--- src/rtl/temp_reg_bank.sv ---
// temp_reg_bank
//   Multi-entry staging register between the PIM compute array and the
//   move/transfer datapath. Holds DEPTH words of N bits, each loadable from
//   the PIM result path or the MOV path, with a per-entry valid bit, an
//   occupancy count and a registered read port with a one-cycle acknowledge.
//
// Parameters
//   N      word width in bits (>=1)
//   DEPTH  number of entries (>=2, any value)
//   AW     address width, derived from DEPTH
//
// Ports
//   clk        rising-edge clock
//   rst_n      asynchronous active-low reset
//   D          PIM result data
//   pim_addr   PIM write address
//   PIM_load   PIM write strobe
//   MOV_in     move-path data
//   mov_addr   MOV write address
//   Mov_load   MOV write strobe
//   clr        synchronous clear of all valid bits (highest priority)
//   rd_en      read request
//   rd_addr    read address
//   Q          registered read data
//   Q_valid    valid bit of the entry read, registered with Q
//   rd_ack     one-cycle pulse marking Q/Q_valid updated
//   valid_vec  per-entry valid bits
//   count      number of valid entries (0..DEPTH)

module temp_reg_bank #(
  parameter int N     = 10,
  parameter int DEPTH = 8,
  localparam int AW   = $clog2(DEPTH)
) (
  input  logic             clk,
  input  logic             rst_n,
  input  logic [N-1:0]     D,
  input  logic [AW-1:0]    pim_addr,
  input  logic             PIM_load,
  input  logic [N-1:0]     MOV_in,
  input  logic [AW-1:0]    mov_addr,
  input  logic             Mov_load,
  input  logic             clr,
  input  logic             rd_en,
  input  logic [AW-1:0]    rd_addr,
  output logic [N-1:0]     Q,
  output logic             Q_valid,
  output logic             rd_ack,
  output logic [DEPTH-1:0] valid_vec,
  output logic [AW:0]      count
);

  localparam logic [AW:0] DEPTH_W = (AW+1)'(DEPTH);

  logic [N-1:0]     mem [DEPTH];
  logic [DEPTH-1:0] valid_nxt;
  logic [AW:0]      count_nxt;
  logic             pim_we;
  logic             mov_we;
  logic             rd_in_range;

  // Address decode: out-of-range addresses (possible when DEPTH is not a
  // power of two) never write and read back as zero.
  always_comb begin
    pim_we      = 1'b0;
    mov_we      = 1'b0;
    rd_in_range = ({1'b0, rd_addr} < DEPTH_W);
    if (!clr) begin
      pim_we = PIM_load && ({1'b0, pim_addr} < DEPTH_W);
      // PIM wins a same-address collision; the MOV write is dropped.
      mov_we = Mov_load && ({1'b0, mov_addr} < DEPTH_W) &&
               !(PIM_load && (mov_addr == pim_addr));
    end
  end

  // Next-state valid bits and their popcount; count is registered from the
  // next-state vector so it always matches valid_vec in the same cycle.
  always_comb begin
    valid_nxt = valid_vec;
    if (clr) begin
      valid_nxt = '0;
    end else begin
      if (pim_we) valid_nxt[pim_addr] = 1'b1;
      if (mov_we) valid_nxt[mov_addr] = 1'b1;
    end
    count_nxt = '0;
    for (int unsigned i = 0; i < DEPTH; i++) begin
      count_nxt = count_nxt + (AW+1)'(valid_nxt[i]);
    end
  end

  always_ff @(posedge clk or negedge rst_n) begin
    if (!rst_n) begin
      valid_vec <= '0;
      count     <= '0;
    end else begin
      valid_vec <= valid_nxt;
      count     <= count_nxt;
    end
  end

  always_ff @(posedge clk or negedge rst_n) begin
    if (!rst_n) begin
      for (int unsigned i = 0; i < DEPTH; i++) begin
        mem[i] <= '0;
      end
    end else begin
      if (pim_we) mem[pim_addr] <= D;
      if (mov_we) mem[mov_addr] <= MOV_in;
    end
  end

  // Read port samples the array before this edge's writes land.
  always_ff @(posedge clk or negedge rst_n) begin
    if (!rst_n) begin
      Q       <= '0;
      Q_valid <= 1'b0;
      rd_ack  <= 1'b0;
    end else begin
      rd_ack <= rd_en;
      if (rd_en) begin
        if (rd_in_range) begin
          Q       <= mem[rd_addr];
          Q_valid <= valid_vec[rd_addr];
        end else begin
          Q       <= '0;
          Q_valid <= 1'b0;
        end
      end
    end
  end

endmodule

--- config.mk ---
export PLATFORM = sky130hd
export DESIGN_NAME = temp_reg_bank
export DESIGN_NICKNAME = d
export VERILOG_FILES = /design/src/rtl/temp_reg_bank.sv
export SDC_FILE = /design/constraint.sdc
export NUM_CORES = 1
export LEC_CHECK = 0
export ABC_AREA = 1
export CAP_MARGIN = 25
export CORE_ASPECT_RATIO = 2
export CORE_MARGIN = 3
export CORE_UTILIZATION = 50
export CTS_CLUSTER_SIZE = 8
export DETAILED_ROUTE_END_ITERATION = 7
export GPL_TIMING_DRIVEN = 0
export PLACE_DENSITY = 0.73
export SYNTH_ARGS = -nofsm -noshare
export SYNTH_HDL_FRONTEND = slang
export SYNTH_SLANG_ARGS = --single-unit
--- constraint.sdc ---
create_clock -name clk -period 3.3 [get_ports clk]
set_input_delay 0.99 -clock clk [delete_from_list [all_inputs] [get_ports clk]]
set_output_delay 0.99 -clock clk [all_outputs]
set_load 0.03 [all_outputs]
==> impl_results.md, run 1 <==
* Register area share after synthesis at 0.411
* Clock Power Share at 0.297
* Placer congestion estimate at 1.02
* Switching part of the total power at 0.352
* Max Freq at 247 MHz
* Cells after DPL at 1072
* Die H at 165 µm
* Hold depth at 2
* Cell Count, Final, Fillers Out at 1111
* Arr. time, crit path at 4310 ps
* Post-route ant nets at 0
* Synthesized area at 0.00633 mm²
* Post-Syn Area per Cell at 7.21 µm²
* Setup slack, reg-to-reg at -120 ps
* Nets at 1001
* Die W at 85.5 µm
* Tcrit/Tclk final at 1.22
* Area of the core at 0.0123 mm²
* Max_cap viols at 0
* Flop pwr share at 0.425
* CP Capture Point: count[1]
* Slew margin rel. at 0.506
* Crit path from: pim_addr[2]
* Skew final at 7.55 ps
* CTS Buffer Depth at 2
* Flops & latches, synth at 104
* DRC Markers at 0
* Port bufs at 46
* Pwr dens at 509 mW/mm²
* Worst VDD drop at 0.316 mV
* Dominant cell type by area after synthesis: dfrtp_1
* Final hold vios at 0
* Filler cell count at 1128
* Leakage at 3.83 nW
* RSZ-0062 raised after global routing: yes
* Most frequent cells in the layout: 314 x nand2_1, 104 x dfrtp_1, 83 x nand4_1, 83 x o21ai_0, 66 x inv_1
* GRT overflow at 0
* Clk sink count at 104
* Hpwl dp at 17.2 mm
* Tot GR Track Use at 0.365
* Crit Path Max Fanout at 4
* Ranking of synthesized cells by area: dfrtp_1 41%, nand2_1 19%, nand4_1 8.2%
* Drt total wl at 25.0 mm
* # hold bufs at CTS at 0
* Post-Syn Instances at 878
* Area Overhead vs Synth at 22.3%
* Internal Power at 0.00255 W
* Slew @ Worst Pin at 742 ps
* Antenna diodes at 0
* WL per Instance at 22.5 µm
* Placed inst area at 0.00707 mm²
* Initial Util at 0.516
* Via count at 6816
* CTS tree: yes
* Endpoints failing setup at 4
* Reg2Reg Depth at 11
* Worst hold path type: reg -> reg
* Failing checks: setup timing
* # H-tree levels at 3
* Design area at 0.00773 mm²
* Global-route wire length before repair at 38.0 mm
* Drt pass-1 iters at 6
* Pre-CTS WS at -2100 ps
* TritonCTS Buffers at 9
* Total die area at 0.0141 mm²
* Share of post-route cells with drive strength above 1 at 0.142
* Synth top area share at 0.411
* Root buf cell: clkbuf_16
* Synthesized Nets at 920
* I/O pin cnt at 59
* # rows at 57
* Clock slew at reported path FFs at 80 ps
* Number of global-route vias before repair at 6580
* Tot Pwr at 0.00394 W
* R2R Path End: count[1]
* Most common cell after layout, fill and taps aside: nand2_1
* Net switching power at 0.00139 W
* Gate power share at 0.279
* Worst-Skew Late Latency at 370 ps
* Routed vias/inst at 6.14
* Cell variety after synth at 27
* Final worst-path setup slack at -741 ps
* Yosys warns at 0
* Largest net degree at the start of global routing at 57
* CP Capture Type: flop
* DRT iter0 DRCs at 811
* Crit start category: input port
* Initial antenna violation count at 0
* Outcome: complete, but fails checks
* Post-layout minimum cycle time at 4040 ps
* Worst R2R Start: valid_vec[1]
* Critical Path RT at 3570 ps
* Final slew viol count at 0
* Kind of critical path: in -> reg
[Yosys cell counts]
library cell,instances
buf_2,24
nand2_1,323
a31oi_1,1
buf_4,2
xnor2_1,1
nand3_4,2
o21ai_0,83
nand3_1,41
fa_1,4
nor3_1,7
a21oi_1,12
buf_8,1
buf_1,1
nand2_2,1
inv_1,74
nand4_1,83
inv_2,2
dfrtp_1,104
nor2_1,13
ha_1,3
buf_6,10
nor2_2,2
clkbuf_2,11
nor3_2,1
clkbuf_1,30
o211ai_1,41
clkinv_1,1
[worst min-delay path by stage]
stage	startpoint	slack, ps	endpoint
5_1_grt	Q[0]	500	Q[0]
6_report	Q[7]	480	Q[7]
3_5_place_dp	Q[6]	470	Q[6]
3_3_place_gp	Q[8]	460	Q[8]
4_1_cts	Q[6]	490	Q[6]
2_1_floorplan	mem[34]	530	mem[34]
[registers in the layout, indices dropped and copies added, names as in the netlist]
signal     cells
valid_vec      8
mem           80
count          4
Q_valid        1
rd_ack         1
Q             10
[worst max-delay path, stage by stage]
cell     delay, ps
buf_8           90
inv_4           50
nand2_4         60
nand2_2         80
nor2_4         100
nand2_4         90
buf_12         150
nand3_4         70
a21oi_4         70
fa_1           580
inv_1           70
fa_1           510
inv_2           40
fa_2           590
ha_4           190
inv_4           30
fa_2           520
inv_2           30
[power by group through the flow]
stage	clock network (W)	registers, W	logic [W]
2_1_floorplan	0	0.00172	0.000625
3_3_place_gp	0	0.00168	0.00100
3_5_place_dp	0	0.00169	0.00102
4_1_cts	0.00116	0.00167	0.00106
5_1_grt	0.00121	0.00169	0.00124
6_report	0.00117	0.00167	0.00110
[layout make-up]
cell class / instances / area, µm² / area share
Multi-Input combinational cell: 618 / 3150 / 0.407
Sequential cell: 104 / 2600 / 0.336
Timing Repair Buffer: 72 / 712 / 0.0920
Buffer: 77 / 447 / 0.0577
Inverter: 77 / 327 / 0.0422
Clock buffer: 9 / 225 / 0.0291
Tap cell: 147 / 184 / 0.0238
Clock inverter: 7 / 86.3 / 0.0112
[what timing repair did]
item,4_1_cts,5_1_grt
setup endpoints to repair,4,4
resized for setup,87,15
setup buffers,19,6
pin swaps,16,10
[kinds of logic (layout without fill, tap and decap cells)]
kind of cell	after synthesis	count (layout)	share of synthesized area
AND/OR/NAND/NOR	473	473	0.330
XOR/XNOR	1	1	0.00138
AO/OA/AOI/OAI	137	137	0.125
flip-flops	104	104	0.411
buffers and inverters	156	242	0.114
adder cells (fa/ha/maj)	7	7	0.0186
[metrics by stage]
step	setup TNS (ps)	util	hold slack [ps]
global route	-2220	0.631	503
global placement	-303900	0.574	465
finish	-2020	0.631	480
CTS	-2330	0.623	486
detailed placement	-7360	0.576	466
floorplan	-2120	-	535
[per-layer routing]
| metal | GRT usage | wire [µm] | vias to the layer above | part of all wire |
|---|---|---|---|---|
| met3 | 0.0636 | 1960 | 131 | 0.078 |
| met2 | 0.597 | 12200 | 410 | 0.49 |
| li1 | - | - | 3081 | - |
| met5 | 0 | 0 | - | 0 |
| met4 | 0.297 | 2350 | 0 | 0.094 |
| met1 | 0.412 | 8450 | 3194 | 0.34 |
No activity file was read; power rests on OpenSTA's default activity.
==> run 2: changes to the inputs <==
ABC_AREA = default   (was 1)
CORE_MARGIN = default   (was 3)
PLACE_DENSITY = 0.74   (was 0.73)
==> run 2 against run 1 <==
  * Hold slack better by 43 ps
  * Register-to-register slack better by 300 ps
  * Critical path type unchanged
  * Die area down 19%
  * The flow still finishes with violations (setup timing)
  * Final area down 12%
  * Utilization up 0.98 points
  * Critical path depth down 4
  * Setup slack better by 2.6 ps
  * Synthesized cell count down 41%
  * Critical endpoint unchanged
  * Clock-buffer cell count up 1
  * Clock power up 13%
  * Clock skew down 0.96 ps
==> impl_results.md, run 2 <==
* Worst VDD drop at 0.276 mV (-13%)
* Max_cap viols at 0 (unchanged)
* GR Util met2 at 0.515 (-0.0822)
* Initial antenna violation count at 0 (unchanged)
* DRC Markers at 0 (unchanged)
* GRT overflow at 0 (unchanged)
* # rows at 53 (-7.0%)
* M1 GR Usage at 0.322 (-0.0901)
* Total die area at 0.0115 mm² (-19%)
* Biggest regs: mem (80), Q (10), valid_vec (8)
* Leakage at 3.10 nW (-19%)
* Post-layout minimum cycle time at 4040 ps (-2.61 ps)
* Drt total wl at 16.3 mm (-35%)
* Clk sink count at 104 (unchanged)
* Synth top cells by count: 104 x dfrtp_1, 91 x mux2i_1, 85 x a21oi_1, 85 x nor2_1, 26 x clkbuf_1
* Max reg flops at 80 (unchanged)
* TritonCTS Buffers at 9 (unchanged)
* DRT iter0 DRCs at 404 (-50%)
* Crit start category: input port
* Endpoints failing setup at 4 (unchanged)
* Share of post-route cells with drive strength above 1 at 0.199 (+0.0565)
* Crit Path Max Fanout at 4 (unchanged)
* Ys async rst share at 1.00 (unchanged)
* Register area share after synthesis at 0.472 (+0.0609)
* Worst-Skew Late Latency at 360 ps (about the same)
* Clock slew at reported path FFs at 70 ps (about the same)
* GR Util met3 at 0.0539 (-0.00962)
* Fin util at 0.640 (+0.00977)
* Number of global-route vias before repair at 4571 (-31%)
* Most common cell after layout, fill and taps aside: dfrtp_1
* WL per Instance at 22.6 µm (+0.75%)
* Outcome: complete, but fails checks
* Worst hold path type: reg -> reg
* Post-Syn Area per Cell at 10.7 µm² (+48%)
* Failing checks: setup timing
* Count of flip-flops with a built-in enable after synthesis at 0 (unchanged)
* Ranking of synthesized cells by area: dfrtp_1 47%, mux2i_1 17%, mux4_2 9.0%
* Slew margin rel. at 0.410 (-0.0957)
* Final worst-path setup slack at -739 ps (+2.61 ps)
* CP Capture Type: flop
* Slowest-stage cell, CP: fa_1
* Post-Syn Instances at 517 (-41%)
* Area of the core at 0.0106 mm² (-14%)
* Antenna diodes at 0 (unchanged)
* Largest net degree at the start of global routing at 68 (+19%)
* Critical Path RT at 3560 ps (about the same)
* RSZ-0062 raised after global routing: yes
* Most frequent cells in the layout: 104 x dfrtp_1, 91 x mux2i_1, 85 x nor2_1
* Arr. time, crit path at 4300 ps (about the same)
* Kind of critical path: in -> reg
* Flops & latches, synth at 104 (unchanged)
* Synthesized area at 0.00551 mm² (-13%)
* Root buf cell: clkbuf_16
* Cell variety after synth at 30 (+11%)
* Via count at 4458 (-35%)
* Yosys warns at 0 (unchanged)
* Slew @ Worst Pin at 885 ps (+143 ps)
* CP peak stage delay at 550 ps (-40 ps)
* # hold bufs at CTS at 0 (unchanged)
* Die W at 76.2 µm (-11%)
* Tot GR Track Use at 0.299 (-0.0664)
* Post-route ant nets at 0 (unchanged)
* Dominant cell type by area after synthesis: dfrtp_1
* Drt pass-1 iters at 5 (-1)
* Max Freq at 248 MHz (about the same)
* Port bufs at 35 (-24%)
* Tot Pwr at 0.00401 W (+1.8%)
* Worst-path cell chain: buf_12 -> xor2_4 -> o311ai_4 -> clkbuf_8 -> a31oi_4 -> fa_1 -> inv_2 -> fa_1 -> inv_1 -> fa_1 -> ha_4 -> inv_2 -> fa_2 -> inv_2
* CTS Buffer Depth at 2 (unchanged)
* Final slew viol count at 0 (unchanged)
* Pwr dens at 591 mW/mm² (+16%)
* CTS tree: yes
* Final hold vios at 0 (unchanged)
* Skew final at 6.60 ps (-0.955 ps)
* Nets at 621 (-38%)
* Filler cell count at 849 (-25%)
* Most flops, register: mem
* Synth top area share at 0.472 (+0.0609)
* I/O pin cnt at 59 (unchanged)
* Global-route wire length before repair at 25.1 mm (-34%)
* Die H at 150 µm (-8.9%)
* Tcrit/Tclk final at 1.22 (about the same)
* Synthesized Nets at 559 (-39%)
* Top Usage Layer GRT: met2
* Placer congestion estimate at 0.837 (-18%)
* Synth Flop Type: dfrtp_1
* Initial Util at 0.519 (+0.00363)
* # H-tree levels at 3 (unchanged)
* Area Overhead vs Synth at 23.3%
* Routed vias/inst at 6.18 (+0.78%)
* Pre-CTS WS at -1880 ps (+218 ps)
* Hpwl dp at 10.5 mm (-39%)
* Most frequent cell after synthesis: dfrtp_1
==> run 2: cell types whose count changed after synthesis, moves of 72 or more <==
cell,previous run,this run
nand4_1,83,0
nor2_1,13,85
mux2i_1,0,91
a21oi_1,12,85
o21ai_0,83,0
nand2_1,323,11
==> run 2: worst max-delay path: cells and delay by family <==
family / cells / cell delay [ps]
AO/OA/AOI/OAI: 2 / 410
XOR/XNOR: 1 / 200
adder cells (fa/ha/maj): 5 / 2220
buffers and inverters: 6 / 480
==> run 2: logic make-up after synthesis <==
logic type / after synthesis / share of synthesized area
buffers and inverters: 66 / 0.0524
adders and majority gates: 7 / 0.0213
AOI/OAI and AO/OA: 109 / 0.106
DFF: 104 / 0.472
muxes: 113 / 0.255
xor gates and xnor gates: 3 / 0.00477
and+or+nand+nor: 115 / 0.0874
==> run 2: metal layers <==
| layer | share of wire | wire length [µm] | vias up |
|---|---|---|---|
| li1 | - | - | 1933 |
| met1 | 0.35 | 5760 | 2242 |
| met2 | 0.52 | 8540 | 206 |
| met3 | 0.054 | 885 | 77 |
| met4 | 0.070 | 1140 | 0 |
| met5 | 0 | 0 | - |
==> run 2: final timing paths <==
check / startpoint / end / slack [ps] / cells after the start
min in group asynchronous: rst_n / Q[1] / 620 / 1
worst min register to register: Q[9] / Q[9] / 520 / 2
worst max-delay path: pim_addr[0] / count[1] / -740 / 14
worst min-delay path: Q[9] / Q[9] / 520 / 2
worst max register to register: valid_vec[3] / count[1] / 180 / 11
max in group asynchronous: rst_n / mem[26] / 1960 / 2
==> run 2: final cells by class <==
type	instances	area (µm²)	share of cell area
multi-input cells	347	2830	0.416
clock inverters	6	130	0.0192
well taps	137	171	0.0252
inverters	12	45.0	0.00663
repair buffers	53	519	0.0764
flip-flops and latches	104	2600	0.383
plain buffers	52	262	0.0385
clock buffers	10	239	0.0352
==> run 2: through the flow <==
stage | hold WS, ps | TNS [ps] | instance area [µm²] | std cells
after floorplan | 510 | -2920 | 5620 | 517
after global placement | 502 | -266210 | 6140 | 689
after detailed placement | 513 | -7460 | 6170 | 690
after CTS | 529 | -2280 | 6750 | 717
after global routing | 559 | -2320 | 6790 | 721
final | 523 | -2130 | 6790 | 721
==> run 2: power by group <==
part | internal [W] | total (W) | switching (W)
sequential | 0.00158 | 0.00175 | 0.000170
combinational | 0.000472 | 0.000941 | 0.000469
clock | 0.000836 | 0.00132 | 0.000483
==> run 2: timing repair <==
item,CTS,global route
buffers inserted,12,5
setup endpoints to repair,4,4
resized for setup,65,5
pin swaps,9,7
cloned,0,0
==> run 3: changes to the inputs <==
GPL_ROUTABILITY_DRIVEN = 0   (was default)
==> results of run 3 <==
Same layout as run 2: the final DEF is identical, and so are final timing and power.
